**config.mk**
```make
export PLATFORM = sky130hd
export DESIGN_NAME = nibble_add_seq_flat
export DESIGN_NICKNAME = d
export VERILOG_FILES = /design/src/rtl/nibble_add_seq_pkg.sv /design/src/rtl/nibble_add_seq_if.sv /design/src/rtl/nibble_add_seq_nibble_add.sv /design/src/rtl/nibble_add_seq.sv /design/src/flat_wrapper.sv
export SDC_FILE = /design/constraint.sdc
export NUM_CORES = 1
export LEC_CHECK = 0
export BUFFER_PORTS_ARGS = -buffer_cell sky130_fd_sc_hd__clkbuf_2
export CORE_MARGIN = 3
export CORE_UTILIZATION = 54
export CTS_CLUSTER_DIAMETER = 100
export DETAILED_ROUTE_END_ITERATION = 8
export PLACE_DENSITY = 0.79
export RECOVER_POWER = 50
export SETUP_SLACK_MARGIN = 0.2
export SLEW_MARGIN = 20
export SYNTH_ARGS = -nofsm -noshare
export SYNTH_HDL_FRONTEND = slang
export SYNTH_SLANG_ARGS = --single-unit
```
**constraint.sdc**
```tcl
create_clock -name clk -period 4.5 [get_ports clk]
set_input_delay 0.45 -clock clk [delete_from_list [all_inputs] [get_ports clk]]
set_output_delay 0.45 -clock clk [all_outputs]
set_load 0.01 [all_outputs]
```
**src/rtl/nibble_add_seq_pkg.sv**
```systemverilog
// ---------------------------------------------------------------------------
// addseq_pkg
// Shared definitions for the nibble-serial adder sequencer:
//   state_t  - sequencer FSM states
//   NIB_W    - width of the shared nibble adder
//   clog2    - index-width helper (never returns less than 1)
// ---------------------------------------------------------------------------
package addseq_pkg;

    typedef enum logic [1:0] {
        IDLE = 2'd0,
        RUN  = 2'd1,
        DONE = 2'd2
    } state_t;

    localparam int unsigned NIB_W = 4;

    // Ceiling log2, clamped to 1 so a counter always has at least one bit.
    function automatic int unsigned clog2(input int unsigned value);
        int unsigned res;
        res = 0;
        for (int unsigned i = 0; i < 32; i++) begin
            if ((64'd1 << i) < 64'(value)) begin
                res = i + 1;
            end
        end
        return (res == 0) ? 1 : res;
    endfunction

endpackage

```
**src/rtl/nibble_add_seq_if.sv**
```systemverilog
// ---------------------------------------------------------------------------
// nibble_add_seq_if
// Handshake bundle between producer/consumer and the sequencer.
//   in_valid/in_ready   operand handshake (a, b, cin[, sub])
//   out_valid/out_ready result handshake (sum, cout)
//   busy                sequencer holds an operation
// Optional macro: ADDSEQ_SUB_EN adds the 'sub' request line.
// Modports: master = producer/consumer side, slave = sequencer side.
// ---------------------------------------------------------------------------
interface nibble_add_seq_if #(
    parameter int unsigned WIDTH = 16
) ();

    logic             in_valid;
    logic             in_ready;
    logic [WIDTH-1:0] a;
    logic [WIDTH-1:0] b;
    logic             cin;
`ifdef ADDSEQ_SUB_EN
    logic             sub;
`endif
    logic             out_valid;
    logic             out_ready;
    logic [WIDTH-1:0] sum;
    logic             cout;
    logic             busy;

    modport master (
`ifdef ADDSEQ_SUB_EN
        output sub,
`endif
        output in_valid, a, b, cin, out_ready,
        input  in_ready, out_valid, sum, cout, busy
    );

    modport slave (
`ifdef ADDSEQ_SUB_EN
        input  sub,
`endif
        input  in_valid, a, b, cin, out_ready,
        output in_ready, out_valid, sum, cout, busy
    );

endinterface

```
**src/rtl/nibble_add_seq_nibble_add.sv**
```systemverilog
// ---------------------------------------------------------------------------
// nibble_add
// Purely combinational 4-bit ripple-carry adder: {cout, s} = a + b + cin.
//   a, b  in   nibble operands
//   cin   in   carry-in
//   s     out  nibble sum
//   cout  out  carry-out
// ---------------------------------------------------------------------------
module nibble_add
    import addseq_pkg::*;
(
    input  logic [NIB_W-1:0] a,
    input  logic [NIB_W-1:0] b,
    input  logic             cin,
    output logic [NIB_W-1:0] s,
    output logic             cout
);

    logic [NIB_W:0] carry;

    // Explicit ripple chain: propagate/generate per bit.
    always_comb begin
        carry    = '0;
        s        = '0;
        carry[0] = cin;
        for (int unsigned i = 0; i < NIB_W; i++) begin
            s[i]       = a[i] ^ b[i] ^ carry[i];
            carry[i+1] = (a[i] & b[i]) | (carry[i] & (a[i] ^ b[i]));
        end
    end

    assign cout = carry[NIB_W];

endmodule

```
**src/rtl/nibble_add_seq.sv**
```systemverilog
// ---------------------------------------------------------------------------
// nibble_add_seq
// Adds two WIDTH-bit operands through one shared 4-bit adder, one nibble per
// clock, LSB nibble first. Latency is NIB cycles from accept to out_valid;
// one operation completes every NIB+2 cycles.
//   clk    in   rising-edge clock
//   rst_n  in   asynchronous active-low reset
//   bus    slave side of nibble_add_seq_if:
//            in_valid/in_ready, a, b, cin  operand handshake
//            out_valid/out_ready, sum, cout result handshake
//            busy                         high in RUN or DONE
// Optional macro: ADDSEQ_SUB_EN - 'sub' request turns the operation into
//   a - b (op_b inverted, carry-in forced to 1, cout = no-borrow).
// ---------------------------------------------------------------------------
module nibble_add_seq
    import addseq_pkg::*;
#(
    parameter int unsigned WIDTH = 16
) (
    input  logic             clk,
    input  logic             rst_n,
    nibble_add_seq_if.slave  bus
);

    localparam int unsigned NIB   = WIDTH / NIB_W;
    localparam int unsigned IDX_W = clog2(NIB);

    // Reject widths that are not whole nibbles or are narrower than 8 bits.
    generate
        if ((WIDTH % NIB_W) != 0 || WIDTH < 8) begin : g_bad_width
            $error("nibble_add_seq: WIDTH must be a multiple of 4 and >= 8");
        end
    endgenerate

    state_t           state;
    logic [WIDTH-1:0] op_a;
    logic [WIDTH-1:0] op_b;
    logic             carry;
    logic [IDX_W-1:0] nib_idx;
    logic [WIDTH-1:0] sum_q;
    logic             cout_q;
    logic             out_valid_q;

    logic [NIB_W-1:0] nib_a;
    logic [NIB_W-1:0] nib_b;
    logic [NIB_W-1:0] nib_s;
    logic             nib_co;
    logic             last_nib;

    // Select the operand nibbles addressed by nib_idx.
    always_comb begin
        nib_a = '0;
        nib_b = '0;
        for (int unsigned i = 0; i < NIB; i++) begin
            if (nib_idx == IDX_W'(i)) begin
                nib_a = op_a[i*NIB_W +: NIB_W];
                nib_b = op_b[i*NIB_W +: NIB_W];
            end
        end
    end

    assign last_nib = (nib_idx == IDX_W'(NIB - 1));

    // The only adder in the datapath.
    nibble_add u_nibble_add (
        .a    (nib_a),
        .b    (nib_b),
        .cin  (carry),
        .s    (nib_s),
        .cout (nib_co)
    );

    // Sequencer FSM with registered result outputs.
    always_ff @(posedge clk or negedge rst_n) begin
        if (!rst_n) begin
            state       <= IDLE;
            op_a        <= '0;
            op_b        <= '0;
            carry       <= 1'b0;
            nib_idx     <= '0;
            sum_q       <= '0;
            cout_q      <= 1'b0;
            out_valid_q <= 1'b0;
        end else begin
            case (state)
                IDLE: begin
                    // in_ready is high throughout IDLE, so in_valid alone accepts.
                    if (bus.in_valid) begin
                        op_a    <= bus.a;
`ifdef ADDSEQ_SUB_EN
                        // Subtract as a + ~b + 1; cin is ignored for subtracts.
                        op_b    <= bus.sub ? ~bus.b : bus.b;
                        carry   <= bus.sub | bus.cin;
`else
                        op_b    <= bus.b;
                        carry   <= bus.cin;
`endif
                        nib_idx <= '0;
                        state   <= RUN;
                    end
                end

                RUN: begin
                    for (int unsigned i = 0; i < NIB; i++) begin
                        if (nib_idx == IDX_W'(i)) begin
                            sum_q[i*NIB_W +: NIB_W] <= nib_s;
                        end
                    end
                    carry <= nib_co;
                    if (last_nib) begin
                        nib_idx     <= '0;
                        cout_q      <= nib_co;
                        out_valid_q <= 1'b1;
                        state       <= DONE;
                    end else begin
                        nib_idx <= nib_idx + IDX_W'(1);
                    end
                end

                DONE: begin
                    // sum/cout hold until the consumer takes the result.
                    if (bus.out_ready) begin
                        out_valid_q <= 1'b0;
                        state       <= IDLE;
                    end
                end

                default: begin
                    out_valid_q <= 1'b0;
                    state       <= IDLE;
                end
            endcase
        end
    end

    // Handshake status decodes straight from state; no input-to-output path.
    assign bus.in_ready  = (state == IDLE);
    assign bus.busy      = (state != IDLE);
    assign bus.out_valid = out_valid_q;
    assign bus.sum       = sum_q;
    assign bus.cout      = cout_q;

endmodule

```
**src/flat_wrapper.sv**
```systemverilog
// flat-port wrapper written by rule: the top's interface ports become plain ports
module nibble_add_seq_flat import addseq_pkg::*;
#(
    parameter int unsigned WIDTH = 16
)
  (clk, rst_n, bus_in_valid, bus_a, bus_b, bus_cin, bus_out_ready, bus_in_ready, bus_out_valid, bus_sum, bus_cout, bus_busy);
  nibble_add_seq_if #(.WIDTH(WIDTH)) bus_i ();
  input  logic clk;
  input  logic rst_n;
  input wire logic [$bits(bus_i.in_valid)-1:0] bus_in_valid;
  input wire logic [$bits(bus_i.a)-1:0] bus_a;
  input wire logic [$bits(bus_i.b)-1:0] bus_b;
  input wire logic [$bits(bus_i.cin)-1:0] bus_cin;
  input wire logic [$bits(bus_i.out_ready)-1:0] bus_out_ready;
  output wire logic [$bits(bus_i.in_ready)-1:0] bus_in_ready;
  output wire logic [$bits(bus_i.out_valid)-1:0] bus_out_valid;
  output wire logic [$bits(bus_i.sum)-1:0] bus_sum;
  output wire logic [$bits(bus_i.cout)-1:0] bus_cout;
  output wire logic [$bits(bus_i.busy)-1:0] bus_busy;
  assign bus_i.in_valid = bus_in_valid;
  assign bus_i.a = bus_a;
  assign bus_i.b = bus_b;
  assign bus_i.cin = bus_cin;
  assign bus_i.out_ready = bus_out_ready;
  assign bus_in_ready = bus_i.in_ready;
  assign bus_out_valid = bus_i.out_valid;
  assign bus_sum = bus_i.sum;
  assign bus_cout = bus_i.cout;
  assign bus_busy = bus_i.busy;
  nibble_add_seq #(.WIDTH(WIDTH)) u_core (.clk(clk), .rst_n(rst_n), .bus(bus_i));
endmodule
```
Word-level counts from Yosys, hierarchy flattened
Cells that the tools add are included.
{ "word_totals": {"ff_bits": 55, "latch_bits": 0, "ramBits": 0, "mem_bits_ro": 0, "input_bits": 37, "elab_cells": 73, "memories": 0} }
{ "op_classes": {"addsub": 1, "multipliers": 0, "n_div": 0, "order_cmp": 0, "n_eq_ne": 8, "n_shift": 0, "mux": 20, "bitwise_logic": 21, "n_reduce_logical": 12} }
{ "op_table": {"columns": ["operator", "count"], "rows": [
  ["$mux W4", 8],
  ["$reduce_and A2 Y1", 6],
  ["$mux W2", 5],
  ["$and A1 B1 Y1", 8],
  ["$xor A1 B1 Y1", 8],
  ["$eq A2 B2 Y1 const B", 3],
  ["$pmux W2 S3", 1],
  ["$reduce_and A3 Y1", 2],
  ["$eq A2 B1 Y1 const B", 2],
  ["$logic_not A2 Y1", 2],
  ["$ne A2 B2 Y1 const B", 2],
  ["$or A1 B1 Y1", 4],
  ["$pmux W2 S2", 1],
  ["$reduce_bool A2 Y1", 2],
  ["$mux W1", 3],
  ["$pmux W1 S3", 1],
  ["$add A2 B1 Y2 const B", 1],
  ["$ne A2 B1 Y1 const B", 1],
  ["$pmux W1 S2", 1],
  ["$not A1 Y1", 1]
]} }

Longest topological paths before layout
{ "depth": {"ltp_word": 15, "ltp_mapped": 14, "mapped_depth_nobuf": 13} }

Modules after synthesis
A second synthesis with hierarchy kept.
{ "unflattened": {"cells_unflattened": 190, "area_unflattened_um2": 2631.3} }
{ "by_module_without_submodules": {"columns": ["module", "instances", "cells_each", "area_per_inst_um2", "seq_area_each_um2"], "rows": [
  ["nibble_add_seq", 1, 176, 2513.7, 1376.3],
  ["nibble_add", 1, 14, 117.6, 0.0]
]} }

Worst setup path before layout
No wires, ideal clock.
{ "synth_path": {"kind": "register to register", "start": "register u_core.nib_idx[1]", "end": "register u_core.sum_q[15] (netlist: u_core.bus.sum[15])", "setup_ns": 0.125, "arrival_time_ns": 3.026, "slack_ns": 1.349, "path_stages_with_launch": 15, "path_buffers": 1, "synth_period_minus_slack_ns": 3.151, "cell_sequence": "dfrtp_1 > inv_1 > ha_1 > clkbuf_1 > nand2_1 > o211ai_1 > o221ai_1 > fa_1 > inv_1 > fa_1 > inv_1 > fa_1 > inv_1 > fa_1 > mux2_2"} }
{ "synth_via": {"elab_chain_cells": 13} }
{ "synth_rtl": {"columns": ["element", "line", "text"], "rows": [
  ["start, declared", "nibble_add_seq.sv:39", "logic [IDX_W-1:0] nib_idx;"],
  ["start signal, assigned", "nibble_add_seq.sv:116", "nib_idx <= nib_idx + IDX_W'(1);"],
  ["$logic_not A2 Y1", "nibble_add_seq.sv:55", "if (nib_idx == IDX_W'(i)) begin"],
  ["$mux W4 (4 in a row)", "nibble_add_seq.sv:55", null],
  ["$xor A1 B1 Y1", "nibble_add_seq_nibble_add.sv:28", "carry[i+1] = (a[i] & b[i]) | (carry[i] & (a[i] ^ b[i]));"],
  ["$and A1 B1 Y1", "nibble_add_seq_nibble_add.sv:28", null],
  ["$or A1 B1 Y1", "nibble_add_seq_nibble_add.sv:28", null],
  ["$and A1 B1 Y1", "nibble_add_seq_nibble_add.sv:28", null],
  ["$or A1 B1 Y1", "nibble_add_seq_nibble_add.sv:28", null],
  ["$and A1 B1 Y1", "nibble_add_seq_nibble_add.sv:28", null],
  ["$or A1 B1 Y1", "nibble_add_seq_nibble_add.sv:28", null],
  ["$xor A1 B1 Y1 *", "nibble_add_seq_nibble_add.sv:27", "s[i] = a[i] ^ b[i] ^ carry[i];"],
  ["named net u_core.nib_s[3]", "nibble_add_seq.sv:46", "logic [NIB_W-1:0] nib_s;"],
  ["end signal, assigned by index", "nibble_add_seq.sv:106", "sum_q[i*NIB_W +: NIB_W] <= nib_s;"],
  ["end, declared", "nibble_add_seq.sv:40", "logic [WIDTH-1:0] sum_q;"]
]} }
The timed path passes the listed nets; every way through them passes the cells marked *.
A chain may end at the register's enable or synchronous reset.

Worst setup path in the final report
{ "layout_path": {"start": "register u_core.nib_idx[1]", "end": "register u_core.sum_q[7] (netlist: u_core.bus.sum[7])"} }
Same word-level chain as after synthesis.

==> qor.csv <==
stage,metric,value,unit
floorplanning,initial core utilization,0.5814,
worst_hold_path,Min-Delay Path Class,input port to flip-flop,
timing,worst hold margin,0.3674,ns
detailed_routing,Antenna Nets Post-Route,0,
detailed_routing,via count,1677,
synthesis,synth top area cells,"dfrtp_1 (53%), mux2_4 (17%), mux2_2 (4.7%)",
floorplanning,Die Span Y,75.64,µm
grt,first-pass GRT wire length,7928,µm
synthesis,synth unique cells,26,
run,MaxCap Viol Count,1,
timing,Max Slew Vio Count,56,
pwr,worst vdd ir,0.0003591,V
setup_path,crit path cell chain,inv_1 > ha_1 > nand2_1 > o211ai_1 > o221ai_1 > fa_1 > inv_1 > fa_1 > inv_1 > fa_1 > inv_1 > fa_1 > mux2_2,
floorplanning,I/O pins,57,
setup_path,element type at the critical path end,flip-flop,
cts,clk_lat worst skew,0.31,ns
synthesis,Synth Register Bits,55,
placement,dpl hpwl,3666,µm
synthesis,asr flop ratio synth,1.000,
grt,initial antenna violation count,0,
floorplanning,die area,5721,µm²
synthesis,post-synth top area cell,dfrtp_1,
synthesis,synth cell count leaders,"dfrtp_1 (55), mux2_4 (30), nand2_1 (21)",
synthesis,synth warn,0,
cts,CTS Root Cell,clkbuf_8,
cts,clock-pin transition on the worst setup and hold timing paths,0.10,ns
synthesis,post-synthesis instance area,2619,µm²
synthesis,post-synth top area share,0.5256,
cts,hold buffer count at CTS,0,
setup_path,CP max stage cell,ha_1,
cts,CTS Buf Count,5,
final_layout,nets@finish,295,
synthesis,Syn Nets,240,
final_layout,Area Overhead vs Synth,13.14,%
detailed_routing,Routed WL,4965,µm
timing,total negative setup slack,0,ns
setup_path,Worst setup SP type,flip-flop,
final_layout,n_diodes,0,
timing,Clock Skews,0.009628,ns
timing,Slew HR,-0.8398,
detailed_routing,vias per cell,5.535,
cts,clk sinks,55,
setup_path,"delay-heaviest family, CP",adder cells,
floorplanning,Std-Cell Rows,24,
setup_path,"slowest stage delay, CP",0.48,ns
detailed_routing,Initial DRC Count,57,
setup_path,Setup CP Type,flip-flop to flip-flop,
cts,Post-CTS Resized,0,
grt,grt ovf,0,
timing,maximum clock rate,0.2995,GHz
floorplanning,Chip Width,75.64,µm
setup_path,"Max FO, Critical Path",17,
synthesis,main flop type after synthesis,dfrtp_1,
grt,met1 Usage GRT,0.2736,
detailed_routing,Avg WL per Cell,16.39,µm
cts,postcts setup bufs,0,
outcome,status,finished with violations,
synthesis,cells after synthesis,195,
timing,post-route clock period utilization,0.7419,
timing,Fin. Hold Viols,0,
setup_path,Worst Path Required,4.69,ns
grt,largest net degree at the start of global routing,56,
detailed_routing,iteration count of the initial detailed-routing pass,5,
cts,CTS tree,yes,
grt,M3 GR Usage,0.04881,
setup_path,crit path DAT,3.53,ns
timing,worst-margin pin slew,2.760,ns
synthesis,top-count cell post-synth,dfrtp_1,
synthesis,Mapped Avg Cell Area,13.43,µm²
floorplanning,Core ar.,4504,µm²
timing,RSZ-0062 raised after global routing,no,
timing,final setup vio count,0,
grt,vias in the first global route,1546,
final_layout,Register Area,1376,µm²
pwr,Leak,1.412,nW
final_layout,Fillers,344,
grt,GR peak layer,met2,
final_layout,area of the multi-input gates,1117,µm²
timing,Tmin final,3.338,ns
cts,buffer levels on the longest clock path,2,
synthesis,sequential area share after synthesis,0.5256,
grt,global-route track usage on met2,0.2915,
outcome,failing checks,"capacitance limit, slew limit",
pwr,Pwr Density,840.5,nW/µm²
detailed_routing,drt drc,0,
placement,GP Congestion,0.8312,
cts,H-tree depth,2,
final_layout,share of layout cells above drive strength 1,0.3944,
setup_path,WP buf/inv,4,
synthesis,"EDFF count, synth",0,
placement,I/O Buffers,56,
grt,GR Util All Layers,0.1892,
layout make-up:
cell class              count  share of cell area
clock buffers               7             0.02914
clock inverters             1            0.002956
inverters                   9             0.01140
multi-input cells         122              0.3771
flip-flops and latches     55              0.4645
well taps                  52             0.02196
repair buffers             57             0.09291
where the power goes:
group          internal, W  switching, W  leakage, nW  total (W)
Clock             0.000126      0.000153       0.0484   0.000280
Sequential        0.000754      0.000186        0.657   0.000940
Combinational     0.000650      0.000620        0.706    0.00127
cell usage in the layout, fill, tap and decap left out, types with 3 or more instances in the layout:
cell,n
dfrtp_1,55
nand2_1,21
o21ai_0,14
ha_1,4
o221ai_1,4
inv_1,8
nor2_1,4
clkbuf_2,49
nand2b_1,3
a31oi_1,4
fa_1,4
o22ai_1,4
clkbuf_1,9
mux2_4,30
mux2_2,11
clkbuf_8,6
nand3b_1,9
o211ai_1,4
flip-flops by register name, summed over array words and instances (netlist names):
register,count
u_core.op_a,16
u_core.op_b,16
u_core.bus.sum,16
u_core.bus.out_valid,1
u_core.state,2
u_core.bus.cout,1
u_core.carry,1
u_core.nib_idx,2
metrics by stage:
step	cells	power, W	utilization	setup slack, ns	instance area (µm²)
6_report	303	0.002490	0.6578	1.162	2963
5_1_grt	303	0.002693	0.6578	0.9298	2963
4_1_cts	303	0.002521	0.6606	1.178	2975
3_5_place_dp	295	0.002238	0.6394	1.172	2880
3_3_place_gp	295	0.002180	0.6394	1.310	2880
2_1_floorplan	195	0.001887	-	1.349	2619
final timing paths:
kind / start / to / slack [ns] / cells after the start
max reg2reg: u_core.nib_idx[1] / u_core.bus.sum[7] / 1.16 / 13
max in group asynchronous: rst_n / u_core.op_a[15] / 1.83 / 2
min in group asynchronous: rst_n / u_core.bus.sum[12] / 1.11 / 2
min reg2reg: u_core.bus.sum[4] / u_core.bus.sum[4] / 0.49 / 2
min: bus_b[2] / u_core.op_b[2] / 0.37 / 2
max: u_core.nib_idx[1] / u_core.bus.sum[7] / 1.16 / 13
cell families (layout without fill, tap and decap cells):
| logic type | Yosys count | count (layout) | synth area share |
|---|---|---|---|
| compound gates | 33 | 33 | 0.07931 |
| fa+ha+maj | 8 | 8 | 0.04969 |
| buf+inv | 18 | 74 | 0.04777 |
| flops | 55 | 55 | 0.5256 |
| mux | 42 | 42 | 0.2231 |
| simple gates | 39 | 39 | 0.07454 |
routing by layer:
metal,vias up,wire length (µm)
met2,62,2353
met4,0,47
met3,6,286
li1,797,-
met5,-,0
met1,812,2278
(Power assumes the default switching activity.)
